$ cat src/rtl/fifo_v3.sv
// ----------------------------------------------------------------------------
// fifo_v3
// Parameterisable synchronous FIFO with optional fall-through, flush and
// occupancy output. Any DEPTH is supported (non-powers-of-two included);
// DEPTH = 0 degenerates to a combinational bypass with no storage.
//
// Ports
//   clk_i       rising-edge clock
//   rst_ni      synchronous active-low reset (clears pointers, count, memory)
//   flush_i     synchronous clear of pointers and count
//   testmode_i  test-mode enable, no functional effect
//   full_o      FIFO holds DEPTH entries
//   empty_o     nothing to pop (fall-through push counts as non-empty)
//   usage_o     fill level, truncated to ADDR_DEPTH bits (0 when full for
//               power-of-two DEPTH; disambiguate with full_o)
//   data_i      write data
//   push_i      write request
//   data_o      head-of-queue data
//   pop_i       read request, consumes data_o
// ----------------------------------------------------------------------------
module fifo_v3 #(
    parameter bit          FALL_THROUGH = 1'b0,
    parameter int unsigned DATA_WIDTH   = 32,
    parameter int unsigned DEPTH        = 8,
    parameter type         dtype        = logic [DATA_WIDTH-1:0],
    // Derived pointer / usage width; leave at its default.
    parameter int unsigned ADDR_DEPTH   = (DEPTH > 1) ? $clog2(DEPTH) : 1
) (
    input  logic                  clk_i,
    input  logic                  rst_ni,
    input  logic                  flush_i,
    input  logic                  testmode_i,
    output logic                  full_o,
    output logic                  empty_o,
    output logic [ADDR_DEPTH-1:0] usage_o,
    input  dtype                  data_i,
    input  logic                  push_i,
    output dtype                  data_o,
    input  logic                  pop_i
);

    // Test mode only exists as a hook for clock gating.
    logic unused_testmode;
    assign unused_testmode = testmode_i;

    // ------------------------------------------------------------------------
    // Elaboration-time parameter checks
    // ------------------------------------------------------------------------
    if (DATA_WIDTH == 0) begin : g_chk_data_width
        $error("fifo_v3: DATA_WIDTH must be greater than zero");
    end

    if (ADDR_DEPTH != ((DEPTH > 1) ? $clog2(DEPTH) : 1)) begin : g_chk_addr_depth
        $error("fifo_v3: ADDR_DEPTH is derived from DEPTH and must not be overridden");
    end

    if (DEPTH == 0) begin : g_bypass
        // --------------------------------------------------------------------
        // Bypass: the consumer sees the producer directly, nothing is stored.
        // --------------------------------------------------------------------
        logic unused_bypass;
        assign unused_bypass = ^{clk_i, rst_ni, flush_i};

        assign data_o  = data_i;
        assign empty_o = ~push_i;
        assign full_o  = ~pop_i;
        assign usage_o = '0;

    end else begin : g_fifo
        // --------------------------------------------------------------------
        // Storage FIFO
        // --------------------------------------------------------------------
        localparam int unsigned           CNT_W    = ADDR_DEPTH + 1;
        localparam logic [ADDR_DEPTH-1:0] PTR_LAST = ADDR_DEPTH'(DEPTH - 1);
        localparam logic [ADDR_DEPTH-1:0] PTR_ONE  = ADDR_DEPTH'(1);
        localparam logic [CNT_W-1:0]      CNT_FULL = CNT_W'(DEPTH);
        localparam logic [CNT_W-1:0]      CNT_ONE  = CNT_W'(1);

        logic [ADDR_DEPTH-1:0] read_ptr_q,   read_ptr_d;
        logic [ADDR_DEPTH-1:0] write_ptr_q,  write_ptr_d;
        logic [CNT_W-1:0]      status_cnt_q, status_cnt_d;
        dtype                  mem_q [DEPTH];
        dtype                  mem_d [DEPTH];

        logic cnt_zero;
        logic ft_push;
        logic pass_through;
        logic write_en;
        logic read_en;

        // Status decode from the registered count.
        assign cnt_zero = (status_cnt_q == '0);
        assign full_o   = (status_cnt_q == CNT_FULL);
        assign usage_o  = status_cnt_q[ADDR_DEPTH-1:0];

        // A push into an empty fall-through FIFO is visible immediately.
        assign ft_push  = FALL_THROUGH && push_i && cnt_zero;
        assign empty_o  = cnt_zero && !ft_push;
        assign data_o   = ft_push ? data_i : mem_q[read_ptr_q];

        // Fall-through push consumed in the same cycle never touches storage.
        assign pass_through = ft_push && pop_i;
        assign write_en     = push_i && !full_o  && !pass_through;
        assign read_en      = pop_i  && !empty_o && !pass_through;

        // Next-state: memory write, pointer advance with wrap, count update.
        always_comb begin : p_next
            read_ptr_d   = read_ptr_q;
            write_ptr_d  = write_ptr_q;
            status_cnt_d = status_cnt_q;
            mem_d        = mem_q;

            if (flush_i) begin
                // Flush drops everything, including a push in the same cycle.
                read_ptr_d   = '0;
                write_ptr_d  = '0;
                status_cnt_d = '0;
            end else begin
                if (write_en) begin
                    mem_d[write_ptr_q] = data_i;
                    write_ptr_d = (write_ptr_q == PTR_LAST) ? '0
                                                            : write_ptr_q + PTR_ONE;
                end

                if (read_en) begin
                    read_ptr_d = (read_ptr_q == PTR_LAST) ? '0
                                                          : read_ptr_q + PTR_ONE;
                end

                if (write_en && !read_en) begin
                    status_cnt_d = status_cnt_q + CNT_ONE;
                end else if (read_en && !write_en) begin
                    status_cnt_d = status_cnt_q - CNT_ONE;
                end
            end
        end

        // State registers; reset also clears the memory so data_o reads 0.
        always_ff @(posedge clk_i) begin : p_regs
            if (!rst_ni) begin
                read_ptr_q   <= '0;
                write_ptr_q  <= '0;
                status_cnt_q <= '0;
                for (int i = 0; i < int'(DEPTH); i++) begin
                    mem_q[i] <= '0;
                end
            end else begin
                read_ptr_q   <= read_ptr_d;
                write_ptr_q  <= write_ptr_d;
                status_cnt_q <= status_cnt_d;
                mem_q        <= mem_d;
            end
        end
    end

    // ------------------------------------------------------------------------
    // Simulation-only protocol checks. A push on a full FIFO together with a
    // pop is a defined pattern (pop proceeds, push dropped) and is not flagged.
    // ------------------------------------------------------------------------
`ifndef SYNTHESIS
    always @(posedge clk_i) begin : p_checks
        if (rst_ni) begin
            assert (!(push_i && full_o && !pop_i))
                else $error("trying to push new data although the FIFO is full");
            assert (!(pop_i && empty_o))
                else $error("trying to pop data although the FIFO is empty");
        end
    end
`endif

endmodule

$ cat config.mk
export PLATFORM = sky130hd
export DESIGN_NAME = fifo_v3
export DESIGN_NICKNAME = d
export VERILOG_FILES = /design/src/rtl/fifo_v3.sv
export SDC_FILE = /design/constraint.sdc
export NUM_CORES = 1
export LEC_CHECK = 0
export ABC_CLOCK_PERIOD_IN_PS = 2800
export BUFFER_PORTS_ARGS = -buffer_cell sky130_fd_sc_hd__buf_2
export CORE_MARGIN = 5
export CORE_UTILIZATION = 26
export DETAILED_ROUTE_END_ITERATION = 8
export REMOVE_ABC_BUFFERS = 1
export SLEW_MARGIN = 0
export SYNTH_ARGS = -nofsm -noshare
export SYNTH_HDL_FRONTEND = slang
export SYNTH_SLANG_ARGS = --single-unit
$ cat constraint.sdc
create_clock -name clk_i -period 2.8 [get_ports clk_i]
set_clock_uncertainty 0.15 [all_clocks]
set_input_delay 0.14 -clock clk_i [delete_from_list [all_inputs] [get_ports clk_i]]
set_output_delay 0.14 -clock clk_i [all_outputs]
set_load 0.02 [all_outputs]
Word-level counts from Yosys, hierarchy flattened
Index checks and enable logic that the tools add are counted.
Widths: inputs -> output; s select.
{"block": "word_totals", "output_inout_bits": 37, "elab_cells": 48, "in_bits": 38, "reg_bits": 266}
{"block": "classes", "magnitude_cmp": 3, "n_eq_ne": 3, "addsub": 4, "muxes": 10, "reduce_logical": 13, "bitwise": 4}
{"cell": "$bwmux 256", "count": 1}
{"cell": "$bmux 32 s3", "count": 1}
{"cell": "$demux 32 s3", "count": 1}
{"cell": "$mux 32", "count": 3}
{"cell": "$ge 4x4->1 const B", "count": 2}
{"cell": "$mux 4", "count": 2}
{"cell": "$not 3->4", "count": 2}
{"cell": "$add 3x1->3 const B", "count": 2}
{"cell": "$eq 3x3->1 const B", "count": 2}
{"cell": "$mux 3", "count": 2}
{"cell": "$logic_and 1x1->1", "count": 5}
{"cell": "$add 4x1->4 const B", "count": 1}
{"cell": "$eq 4x4->1 const B", "count": 1}
{"cell": "$logic_not 1->1", "count": 4}
{"cell": "$logic_not 4->1", "count": 1}
{"cell": "$lt 4x1->1 const B", "count": 1}
{"cell": "$sub 4x1->4 const B", "count": 1}
{"cell": "$not 1->1", "count": 2}
{"cell": "$reduce_and 2->1", "count": 1}
{"cell": "$reduce_bool 2->1", "count": 1}
{"cell": "$reduce_or 2->1", "count": 1}

Logic depth before layout (Yosys ltp)
{"block": "logic_depth", "word_depth": 7, "depth_mapped": 11, "mapped_depth_nobuf": 10}

Least setup slack after synthesis
OpenSTA, ideal clock, no wires.
{"block": "synth_timing", "path_type": "register to register", "from": "register g_fifo.status_cnt_q[0]", "to": "register g_fifo.status_cnt_q[3]", "arrival_time_ps": 2547, "path_buffers": 0, "setup_slack_ps": -18, "path_stages_with_launch": 9, "required_time_ps": 2529, "setup_ps": 121, "synth_period_minus_slack_ps": 2818, "path_cell_list": "dfxtp_1 > o41ai_1 > ha_1 > inv_1 > ha_1 > a21oi_1 > a211oi_1 > a31oi_1 > mux2_2"}
{"block": "synth_between", "elab_chain_cells": 6, "elab_cells_between_ends": 15, "classes_between": "2 x add/sub; 1 x eq/ne; 2 x mux; 10 x reduce/logical"}
{"item": "from (decl)", "line_no": "81", "source": "logic [CNT_W-1:0] status_cnt_q, status_cnt_d;"}
{"item": "from (signal assigned)", "line_no": "150", "source": "status_cnt_q <= status_cnt_d;"}
{"item": "branches (longest 6 deep; another with $sub 4x1->4)"}
Several ways; the timed one is not identified. The select of a mux whose other input is x is not followed.
A chain may end at the register's enable or synchronous reset.

Worst setup path in the final report
{"block": "layout_timing", "from": "register g_fifo.status_cnt_q[0]", "to": "register g_fifo.status_cnt_q[3]"}
{"block": "layout_between", "elab_chain_cells": 6, "elab_cells_between_ends": 15, "classes_between": "2 x add/sub; 1 x eq/ne; 2 x mux; 10 x reduce/logical"}
{"item": "$eq 4x4->1 *", "line_no": "93", "source": "assign full_o = (status_cnt_q == CNT_FULL);"}
{"item": "$logic_not 1->1 *", "line_no": "103", "source": "assign write_en = push_i && !full_o && !pass_through;"}
{"item": "$logic_and 1x1->1 *", "line_no": "103"}
{"item": "net g_fifo.write_en", "line_no": "88", "source": "logic write_en;"}
{"item": "$logic_not 1->1", "line_no": "132", "source": "end else if (read_en && !write_en) begin"}
{"item": "$logic_and 1x1->1", "line_no": "132"}
{"item": "$reduce_bool 2->1 (no line)"}
The timed path passes the listed nets; every way through them passes the cells marked *. The select of a mux whose other input is x is not followed.

==> qor.tcl <==
set qor(synth.largest_area_cell) {sky130_fd_sc_hd__dfxtp_1}
set qor(timing_hold_violations_final) 0
set qor(detailedPlacementHpwl_mm) 17.40
set qor(ir_worst_vdd_v) 0.0004101
set qor(maxClockFrequency_mhz) 378.7
set qor(clock_insertion_delay_worst_skew_ns) 0.53
set qor(maxCapViolCount) 0
set qor(finalHoldWorstSlack_ns) 0.08439
set qor(setup_repair_bufs_after_cts) 0
set qor(setup.reg_to_reg.worst_slack_ns) 0.16
set qor(routed_wirelength_mm) 28.65
set qor(dp_cells) 1674
set qor(final.period_utilization_pct) 94.31
set qor(crit_type) {reg -> reg}
set qor(detail-route-antenna-nets) 0
set qor(cts.sinks) 266
set qor(tightestPinTransition_ns) 0.9287
set qor(setup_viol) 0
set qor(globalplace.congestion) 0.7335
set qor(grt_first_pass_wirelength_mm) 46.49
set qor(number_of_buffers_created_by_cts) 29
set qor(final.setup.tns_ns) 0
set qor(areaGrowthSynthToFinish_pct) 21.00
set qor(ys_seq_elements) 266
set qor(floorplan.initialDensity_pct) 26.19
set qor(root_buffer) {sky130_fd_sc_hd__clkbuf_16}
set qor(maximum_number_of_pins_on_one_net_before_global_route_repair) 93
set qor(post_synth_num_cell_types) 36
set qor(h-tree-depth) 1
set qor(pwr_density_cell_nw_per_um2) 593.4
set qor(post_layout_nonfiller_instances) 1762
set qor(cts_buffer_depth) 3
set qor(die_area_um2) 48760
set qor(r2r_start) {g_fifo.status_cnt_q[0]$_SDFFE_PP0P_}
set qor(firstDrtPassIters) 5
set qor(die-width_um) 220.8
set qor(worst_setup_path_end_kind) {flip-flop}
set qor(timing.critical_path.arrival_ns) 2.91
set qor(worst-r2r-cell-count) 10
set qor(final_period_minus_worst_setup_slack_ns) 2.641
set qor(critical_path.startpoint) {g_fifo.status_cnt_q[0]$_SDFFE_PP0P_}
set qor(viasPerCell) 4.514
set qor(gr-usage-all-layers_pct) 11.53
set qor(syn_avg_cell_area_um2) 10.94
set qor(design.portCount) 75
set qor(drtIter0Drc) 519
set qor(post_synth_inst_count) 1056
set qor(hold_path.class) {in -> reg}
set qor(path_clk_slew_ns) 0.06
set qor(worstPathMaxFanout) 4
set qor(final_layout_size_suffix_gt1_share_pct) 23.08
set qor(tritoncts) {done}
set qor(unrepaired_setup_endpoints_after_global_routing) {false}
set qor(std_cell_rows) 77
set qor(yosysWarnings) 0
set qor(route.vias.total) 7954
set qor(yosysTopAreaCellShare_pct) 46.09
set qor(run_status) {complete, no violations}
set qor(synth_area_leaders) {sky130_fd_sc_hd__dfxtp_1 (46%), sky130_fd_sc_hd__mux2i_1 (20%), sky130_fd_sc_hd__mux4_2 (12%)}
set qor(post-route-drc-count) 0
set qor(overflow) 0
set qor(finish.net_count) 1193
set qor(critical_path.reg2reg.endpoint) {g_fifo.status_cnt_q[3]$_SDFFE_PP0P_}
set qor(worst_setup_path_endpoint) {g_fifo.status_cnt_q[3]$_SDFFE_PP0P_}
set qor(leakage_nw) 5.270
set qor(antenna_violations_before_repair) 0
set qor(cp-start-kind) {flip-flop}
set qor(core_area_um2) 44120
set qor(die_y_um) 220.8
set qor(worst_slew_margin_rel_pct) 37.94
set qor(finalMaxSlewViolations) 0
set qor(n_antenna_cell) 0
set qor(post_synth_instance_area_um2) 11550
set qor(worstHoldPathCells) 3
set qor(route.detailed.wl_per_inst_um) 16.26
set qor(via_count_of_the_first_global_routing_pass) 8462
set qor(port_buffers) 73
set qor(synth_sequential_area_ratio_pct) 46.09
set qor(fin_util_pct) 31.68
set qor(worst-endpoint-required_ns) 3.07
[stage by stage]
stage | instance area (um2) | power, mW | setup slack, ns
2_1_floorplan | 11110 | 4.343 | -0.7323
3_3_place_gp | 12680 | 4.655 | 0.1029
3_5_place_dp | 12680 | 4.667 | 0.1112
4_1_cts | 13950 | 8.400 | 0.05791
5_1_grt | 13980 | 8.643 | 0.02572
6_report | 13980 | 8.296 | 0.1594
[worst min path at each step]
stage,from,end,slack (ns)
5_1_grt,rst_ni,g_fifo.mem_q[154]$_SDFFE_PN0P_,0.12
2_1_floorplan,rst_ni,g_fifo.mem_q[224]$_SDFFE_PN0P_,0.13
4_1_cts,flush_i,g_fifo.write_ptr_q[2]$_SDFFE_PP0P_,0.07
3_5_place_dp,g_fifo.mem_q[5]$_SDFFE_PN0P_,g_fifo.mem_q[5]$_SDFFE_PN0P_,0.29
3_3_place_gp,g_fifo.mem_q[72]$_SDFFE_PN0P_,g_fifo.mem_q[72]$_SDFFE_PN0P_,0.29
6_report,flush_i,g_fifo.read_ptr_q[0]$_SDFFE_PP0P_,0.08
[routing by layer]
layer  vias up  share of wire (%)  track usage [%]  routed length, um
li1       3881                  -                -                  -
met1      3899                 49            16.48              13980
met2       123                 46            18.52              13070
met3        51                3.3            1.776                937
met4         0                2.3            2.601                660
met5         -                  0                0                  0
[critical path: stages, from the launching register on]
cell and delay (ns):
sky130_fd_sc_hd__dfxtp_1 0.30, sky130_fd_sc_hd__or4b_1 0.58, sky130_fd_sc_hd__nand2_4 0.11, sky130_fd_sc_hd__inv_1 0.04, sky130_fd_sc_hd__ha_1 0.19, sky130_fd_sc_hd__inv_1 0.16, sky130_fd_sc_hd__ha_4 0.24, sky130_fd_sc_hd__a21oi_2 0.14
sky130_fd_sc_hd__a211oi_1 0.09, sky130_fd_sc_hd__a31oi_1 0.17, sky130_fd_sc_hd__mux2_2 0.35
[cell usage after synthesis (all sizes together)]
master    n
dfxtp   266
nand2   261
mux2i   226
mux4     64
buf      44
clkbuf   42
nand3    35
mux2     33
o21ai    32
nor2     14
a21oi     7
ha        7
inv       4
nor3      3
nand2b    2
nor4      2
or3       2
a211oi    1
a31oi     1
fa        1
nand3b    1
nand4     1
nand4b    1
nor3b     1
o41ai     1
or4       1
or4b      1
xnor2     1
xor2      1
[layout make-up]
type	instances	area [um2]
fill	4543	30140
multi-input combinational	700	5834
sequential	266	5334
timing repair buffer	146	1124
clock buffer	48	897.1
tap	592	740.7
clock inverter	6	36.28
inverter	4	15.01
[kinds of logic (layout without fill, tap and decap cells)]
group	after synthesis	after routing	share of synthesized area [%]
adder cells (fa/ha/maj)	8	8	0.9312
buffers and inverters	90	204	3.952
XOR/XNOR	2	2	0.1516
AND/OR/NAND/NOR	325	325	11.73
AO/OA/AOI/OAI	42	42	1.884
multiplexers	323	323	35.27
flip-flops	266	266	46.09
[power breakdown]
part	internal [mW]	leakage [nW]	switching (mW)
Sequential	3.83	2.15	0.0362
Clock	2.17	0.460	1.50
Combinational	0.316	2.66	0.438
[flip-flops by register name, summed over array words and instances, names as in the netlist]
signal	cells
g_fifo.read_ptr_q	3
g_fifo.mem_q	256
g_fifo.status_cnt_q	4
g_fifo.write_ptr_q	3
[what timing repair did]
| action | 4_1_cts | 5_1_grt |
|---|---|---|
| setup endpoints to repair | 0 | 2 |
| hold endpoints to repair | 261 | 0 |
| resized for setup | 0 | 4 |
| hold buffers | 34 | 0 |
[cell usage in the layout (no fill, tap or decap), drive strengths merged]
cell         netlist  final
dfxtp            266    266
nand2            261    261
mux2i            226    226
buf               44    111
mux4              64     64
clkbuf            42     49
nand3             35     35
dlygate4sd3        0     34
mux2              33     33
o21ai             32     32
nor2              14     14
a21oi              7      7
ha                 7      7
inv                4      5
clkinv             0      4
nor3               3      3
nand2b             2      2
nor4               2      2
or3                2      2
or4b               1      1
o41ai              1      1
or4                1      1
nand3b             1      1
nor3b              1      1
nand4b             1      1
xnor2              1      1
xor2               1      1
nand4              1      1
a211oi             1      1
a31oi              1      1
fa                 1      1
clkinvlp           0      1
Note: power is estimated with default switching activity, not from simulation.
